<file path="config.mk">
export PLATFORM = sky130hd
export DESIGN_NAME = rgb_channel_pipeline
export DESIGN_NICKNAME = d
export VERILOG_FILES = /design/src/rtl/rgb_pkg.sv /design/src/rtl/rgb_channel_map.sv /design/src/rtl/rgb_channel_pipeline.sv
export SDC_FILE = /design/constraint.sdc
export NUM_CORES = 1
export LEC_CHECK = 0
export BUFFER_PORTS_ARGS = -buffer_cell sky130_fd_sc_hd__buf_4
export CORE_AREA = 2 2 41 43
export DETAILED_ROUTE_END_ITERATION = 10
export DIE_AREA = 0 0 43 45
export PLACE_DENSITY = 0.74
export SYNTH_ARGS = -nofsm -noshare
export SYNTH_HDL_FRONTEND = slang
export SYNTH_SLANG_ARGS = --single-unit
</file>
<file path="constraint.sdc">
create_clock -name CLK -period 1.2 [get_ports CLK]
set_input_delay 0.24 -clock CLK [delete_from_list [all_inputs] [get_ports CLK]]
set_output_delay 0.24 -clock CLK [all_outputs]
set_load 0.02 [all_outputs]
</file>
<file path="src/rtl/rgb_pkg.sv">
// Shared types for the RGB channel pipeline: mode encoding, sideband bundle
// and the 2x2 ordered-dither matrix.
package rgb_pkg;

    typedef enum logic [1:0] {
        RGB_REPL   = 2'd0,
        RGB_THRESH = 2'd1,
        RGB_DITHER = 2'd2,
        RGB_RSVD   = 2'd3
    } rgb_mode_t;

    typedef struct packed {
        logic active;
        logic sol;
        logic sof;
    } rgb_side_t;

    // Indexed by {row, col}
    localparam logic [1:0] BAYER2 [4] = '{2'd0, 2'd2, 2'd3, 2'd1};

endpackage

</file>
<file path="src/rtl/rgb_channel_map.sv">
// Combinational map of one IN_W-bit colour channel to OUT_W bits:
// replicate/truncate, threshold, or 2x2 ordered dither with saturation.
module rgb_channel_map
    import rgb_pkg::*;
#(
    parameter int IN_W   = 1,
    parameter int OUT_W  = 4,
    parameter int THRESH = 2**(IN_W-1)
) (
    input  logic [1:0]       mode,
    input  logic [IN_W-1:0]  v,
    input  logic [1:0]       b,
    output logic [OUT_W-1:0] out
);

    localparam int D   = IN_W - OUT_W;
    localparam int DS  = (D > 0) ? D : 0;
    localparam int SHL = (D >= 2) ? D - 2 : 0;
    localparam int SHR = (D >= 2) ? 0 : 2 - D;
    localparam logic [9:0] VMAX = 10'(2**IN_W - 1);
    localparam logic [9:0] THR  = 10'(THRESH);

    logic [OUT_W-1:0] rep, base, thr, dith;
    logic [9:0]       off, sum, sat;

    // MSB-first replication: output bit k takes input bit (IN_W-1 - k mod IN_W)
    always_comb begin
        rep = '0;
        for (int i = 0; i < OUT_W; i++)
            rep[OUT_W-1-i] = v[IN_W-1-(i % IN_W)];
    end

    assign base = (OUT_W >= IN_W) ? rep : OUT_W'(v >> DS);
    assign thr  = (10'(v) >= THR) ? '1 : '0;

    // Dither offset scaled to the dropped bits; sum saturates instead of wrapping
    assign off  = (10'(b) << SHL) >> SHR;
    assign sum  = 10'(v) + off;
    assign sat  = (sum > VMAX) ? VMAX : sum;
    assign dith = OUT_W'(sat >> DS);

    always_comb begin
        case (rgb_mode_t'(mode))
            RGB_THRESH: out = thr;
            RGB_DITHER: out = (D > 0) ? dith : base;
            default:    out = base;
        endcase
    end

endmodule

</file>
<file path="src/rtl/rgb_channel_pipeline.sv">
// Two-stage valid/ready RGB depth converter with blanking and Bayer position
// tracking. S1 holds the raw beat, S2 holds the mapped pixel driven to the DAC.
module rgb_channel_pipeline
    import rgb_pkg::*;
#(
    parameter int IN_W   = 1,
    parameter int OUT_W  = 4,
    parameter int THRESH = 2**(IN_W-1)
) (
    input  logic             CLK,
    input  logic             RESET_N,
    input  logic             IN_VALID,
    output logic             IN_READY,
    input  logic [IN_W-1:0]  IN_RED,
    input  logic [IN_W-1:0]  IN_GREEN,
    input  logic [IN_W-1:0]  IN_BLUE,
    input  logic             IN_ACTIVE,
    input  logic             IN_SOL,
    input  logic             IN_SOF,
    input  logic [1:0]       CFG_MODE,
    output logic             OUT_VALID,
    input  logic             OUT_READY,
    output logic [OUT_W-1:0] OUT_RED,
    output logic [OUT_W-1:0] OUT_GREEN,
    output logic [OUT_W-1:0] OUT_BLUE,
    output logic             OUT_ACTIVE,
    output logic             OUT_SOL,
    output logic             OUT_SOF
);

    logic [2:1]             vld_pipe;
    logic                   advance, accept;
    logic                   col, row, col_q, row_q;
    logic [1:0]             bay, s1_mode, s1_b;
    logic [2:0][IN_W-1:0]   in_rgb, s1_rgb;
    logic [2:0][OUT_W-1:0]  map_rgb, s2_rgb;
    rgb_side_t              in_side, s1_side, s2_side;

    assign advance  = !vld_pipe[2] || OUT_READY;
    assign IN_READY = advance;
    assign accept   = IN_VALID && advance;

    assign col = IN_SOL ? 1'b0 : col_q;
    assign row = IN_SOF ? 1'b0 : (IN_SOL ? ~row_q : row_q);
    assign bay = BAYER2[{row, col}];

    assign in_rgb  = {IN_BLUE, IN_GREEN, IN_RED};
    assign in_side = '{active: IN_ACTIVE, sol: IN_SOL, sof: IN_SOF};

    for (genvar c = 0; c < 3; c++) begin : g_ch
        rgb_channel_map #(
            .IN_W   (IN_W),
            .OUT_W  (OUT_W),
            .THRESH (THRESH)
        ) u_map (
            .mode (s1_mode),
            .v    (s1_rgb[c]),
            .b    (s1_b),
            .out  (map_rgb[c])
        );
    end

    always_ff @(posedge CLK) begin
        if (!RESET_N) begin
            vld_pipe <= '0;
            col_q    <= 1'b0;
            row_q    <= 1'b0;
            s1_rgb   <= '0;
            s1_mode  <= '0;
            s1_b     <= '0;
            s1_side  <= '0;
            s2_rgb   <= '0;
            s2_side  <= '0;
        end else begin
            // Blank beats keep the column parity so dither phase survives blanking
            if (accept) begin
                row_q <= row;
                col_q <= IN_ACTIVE ? ~col : col;
            end
            if (advance) begin
                vld_pipe <= {vld_pipe[1], IN_VALID};
                s1_rgb   <= in_rgb;
                s1_mode  <= CFG_MODE;
                s1_b     <= bay;
                s1_side  <= in_side;
                s2_rgb   <= s1_side.active ? map_rgb : '0;
                s2_side  <= s1_side;
            end
        end
    end

    assign OUT_VALID  = vld_pipe[2];
    assign OUT_RED    = s2_rgb[0];
    assign OUT_GREEN  = s2_rgb[1];
    assign OUT_BLUE   = s2_rgb[2];
    assign OUT_ACTIVE = s2_side.active;
    assign OUT_SOL    = s2_side.sol;
    assign OUT_SOF    = s2_side.sof;

endmodule

</file>
Word level (Yosys, flattened, before mapping)
Cells that the tools add are included.

cells by class
  $add $sub $neg = 0
  multipliers = 0
  div/mod/pow operators = 0
  order comparisons = 3
  equal/unequal tests = 1
  shift-type cells = 0
  multiplexer cells = 7
  bitwise operators = 0
  reductions and logical operators = 2

operator list
  cell                number
  $mux 4              6
  $mux 12             1
  $ge 1x1->1 const B  3
  $eq 2x1->1 const B  1
  $logic_not 1->1     1
  $logic_or 1x1->1    1

word-level totals
  register bits = 25
  bits in latches = 0
  RAM bits = 0
  ROM bits = 0
  input port bits = 12
  output and inout bits = 17
  logic and storage cells = 27
  memories kept = 0

Logic depth before layout (Yosys ltp)
  depth after elaboration = 4
  gate-level depth with buffers = 5
  gate-level depth less buffers = 4

By module
Synthesis repeated with hierarchy kept, for this count alone.

second synthesis, totals
  cells, all modules = 148
  area, all modules = 1276.2 um^2

by module, submodules not included
  module                times used  cells each  area an instance (um^2)  sequential area each (um^2)
  rgb_channel_pipeline  1           136         1186.1                   580.6
  rgb_channel_map       3           4           30.0                     0.0

Worst setup path before layout
Ideal clock, no wire load.

  path type = register to register
  from = register vld_pipe[2] (netlist bit)
  to = register s1_rgb[1] (netlist bit)
  library setup time = 0.118 ns
  arrival = 0.999 ns
  data required time = 1.082 ns
  setup slack = 0.083 ns
  cell stages (with the launch flop) = 6
  path buffers = 1
  clock period less this slack = 1.117 ns
  path through = dfxtp_1 nor2b_4 inv_2 buf_6 nand2_1 a21boi_2

on the way
  cells in the longest elaborated chain, start to end = 2

ends and longest elaborated chain
  element                 line                        text
  from (decl)             rgb_channel_pipeline.sv:31  logic [2:1] vld_pipe;
  from (signal assigned)  rgb_channel_pipeline.sv:81  vld_pipe <= {vld_pipe[1], IN_VALID};
  $logic_not 1->1         rgb_channel_pipeline.sv:39  assign advance = !vld_pipe[2] || OUT_READY;
  $logic_or 1x1->1        rgb_channel_pipeline.sv:39
  via IN_READY            rgb_channel_pipeline.sv:13  output logic IN_READY,
  to (signal assigned)    rgb_channel_pipeline.sv:82  s1_rgb <= in_rgb;
  to (decl)               rgb_channel_pipeline.sv:35  logic [2:0][IN_W-1:0] in_rgb, s1_rgb;

The timed path passes the listed nets, and every way through them passes these cells.
A chain may end at the register's enable or synchronous reset.

Final worst setup path
  from = register vld_pipe[2] (netlist bit)
  to = output port IN_READY

on the way
  cells in the longest elaborated chain, start to end = 2

ends and longest elaborated chain
  element           line
  $logic_not 1->1   rgb_channel_pipeline.sv:39
  $logic_or 1x1->1  rgb_channel_pipeline.sv:39
  to (decl)         rgb_channel_pipeline.sv:13

No other way between the ends.

==> flow_summary.yaml <==
final_layout:
  fin_nets: 102
  fillers: 151
  fin_cells: 105
  final_layout_size_suffix_gt1_frac: 0.506
  insertedDiodeCount: 0
  syn2layout_area_growth_pct: 29.7
sta:
  fin_worst_skew_ns: 0.00103
  fmax_ghz: 0.842
  fin_crit_ns: 1.19
  finalSetupViolCount: 0
  hold_slack_ns: 0.214
  hold_viol: 0
  worst_pin_slew_ns: 0.173
  relSlewSlack: 0.884
  drv_slew: 0
  rsz0062_at_grt: "true"
  post-route-period-util: 0.989
critical_path:
  crit_arrival_ns: 0.95
  critPathLaunchType: "flop"
  crit_required_ns: 0.96
  crit_path_start: "vld_pipe[2]"
  path_class: "flop to primary output"
  worstSetupEndpoint: "IN_READY"
  r2r_slack_ns: 0.10
  endpoint_kind: "primary output"
  rr_worst_depth: 6
  rr_endpoint: "OUT_BLUE[0]"
  cp_max_fo: 2
  rr_startpoint: "vld_pipe[2]"
place:
  io_buffers: 26
  dp_hpwl_um: 772
  gp_congestion: 0.652
  dp.cells: 100
clock_tree:
  cts.clk_slew.worst_paths_ns: 0.08
  cts_tree: "yes"
  clock_sinks: 14
  cts_buffers: 3
  root_buffer: "clkbuf_4"
  clock_path_buffers: 2
  holdBufCountCts: 0
  insertion_delay_ns: 0.28
  cts.htree.levels: 1
floorplan:
  dieArea_mm2: 0.00194
  start_util: 0.429
  die_x_um: 43
  io_pins: 29
  rows: 14
  core_area_mm2: 0.00147
  die_y_um: 45
global_routing:
  grt_pass1_wl_um: 1950
  track_usage: 0.139
  overflow: 0
  grt_pass1_vias: 462
  antenna_found_initial: 0
  grt_max_degree: 15
detailed_routing:
  totalWireLength_um: 1130
  viasPerCell: 4.76
  drc: 0
  dr_total_vias: 500
  wl_per_cell_um: 10.7
  drt_first_pass_iters: 2
  ant_nets: 0
  dr.first_iter.drc_count: 6
logic_synthesis:
  syn-mean-instance-area_um2: 9.29
  postSynthCellCount: 68
  syn_nets: 80
  netlist-cell-type-count: 12
  yosysSeqAreaShare: 0.444
  synth_area_leader_cell: "dfxtp_1"
  synth_flop_cell: "dfxtp_1"
  synth_most_common_cell: "nand2_1"
  synth-seq-cells: 14
  synth-edff-count: 0
  synth.area.top_cells: "dfxtp_1, a21boi_2, nand2_1"
  synth_top_area_share: 0.444
  syn_area_um2: 632
  synth_common_cells: "nand2_1, dfxtp_1, a21boi_2, buf_4, nand3_1"
  synth-async-reset-ratio: 0
  yosys_warnings: 0
min_path:
  min_from: "IN_SOF"
  min_path_type: "primary input to flop"
pwr:
  cellLeakagePower_nw: 0.370
  powerDensity_mw_per_mm2: 1180
  ir_drop_v: 0.000614
run_status:
  status: "complete, no violations"
flow_run:
  drv_cap: 0
-- metrics by stage --
step	cell area, um2	setup TNS, ns	power, W	worst slack (ns)	utilization
floorplan	632	0	0.000593	0.0831	-
global placement	768	0	0.000638	0.204	0.522
detailed placement	768	0	0.000641	0.172	0.522
CTS	820	0	0.000978	0.00181	0.557
global route	820	-0.0325	0.00102	-0.0325	0.557
finish	820	0	0.000968	0.0127	0.557
-- cell usage in the layout (no fill, tap or decap), drive strengths merged --
cell type	n
buf	29
nand2	23
clkbuf	4
nand3	3
nor2b	1
inv	1
a21boi	13
dfxtp	14
o21a	1
-- registers in the layout, summed over array words and instances (netlist names) --
| name | cells |
|---|---|
| OUT_ACTIVE | 1 |
| OUT_SOF | 1 |
| s1_side | 3 |
| OUT_SOL | 1 |
| vld_pipe | 2 |
| OUT_BLUE | 1 |
| OUT_GREEN | 1 |
| OUT_RED | 1 |
| s1_rgb | 3 |
-- cell type report --
class | instances | area, um2 | share of cell area
inverter | 1 | 6.26 | 0.00763
timing repair buffer | 29 | 221 | 0.270
tap | 16 | 20.0 | 0.0244
sequential | 14 | 282 | 0.344
clock buffer | 4 | 36.3 | 0.0443
multi-input combinational | 41 | 254 | 0.310
-- cell families (layout without fill, tap and decap cells) --
kind of cell / Yosys count / after routing / share of synthesized area
buffers and inverters: 13 / 34 / 0.154
flip-flops: 14 / 14 / 0.444
AO/OA/AOI/OAI: 14 / 14 / 0.220
AND/OR/NAND/NOR: 27 / 27 / 0.182
-- how the worst min path moves through the flow --
stage	cells after the start	end
4_1_cts	3	s1_rgb[0]
3_3_place_gp	2	s1_side[0]
3_5_place_dp	2	s1_side[0]
2_1_floorplan	2	vld_pipe[1]
5_1_grt	3	s1_rgb[0]
6_report	3	s1_side[0]
-- routing by layer --
metal	up-vias	routed length (um)	part of all wire	global-route usage
li1	251	-	-	-
met3	4	70	0.062	0.0240
met1	228	466	0.41	0.150
met5	-	0	0	0
met4	0	45	0.040	0.127
met2	17	543	0.48	0.233
-- timing repair --
item / CTS / global route
gates cloned: 0 / 0
resized for setup: 3 / 0
setup endpoints to repair: 1 / 1
buffers inserted: 1 / 0
-- power breakdown --
group | switching, W | internal (W)
Sequential | 0.0000141 | 0.000488
Clock | 0.000151 | 0.000185
Combinational | 0.0000608 | 0.0000696
-- critical path: stages (launching register included) --
cell	delay, ns
dfxtp_2	0.34
nor2b_4	0.16
inv_4	0.05
buf_6	0.12
Note: power is estimated with default switching activity, not from simulation.
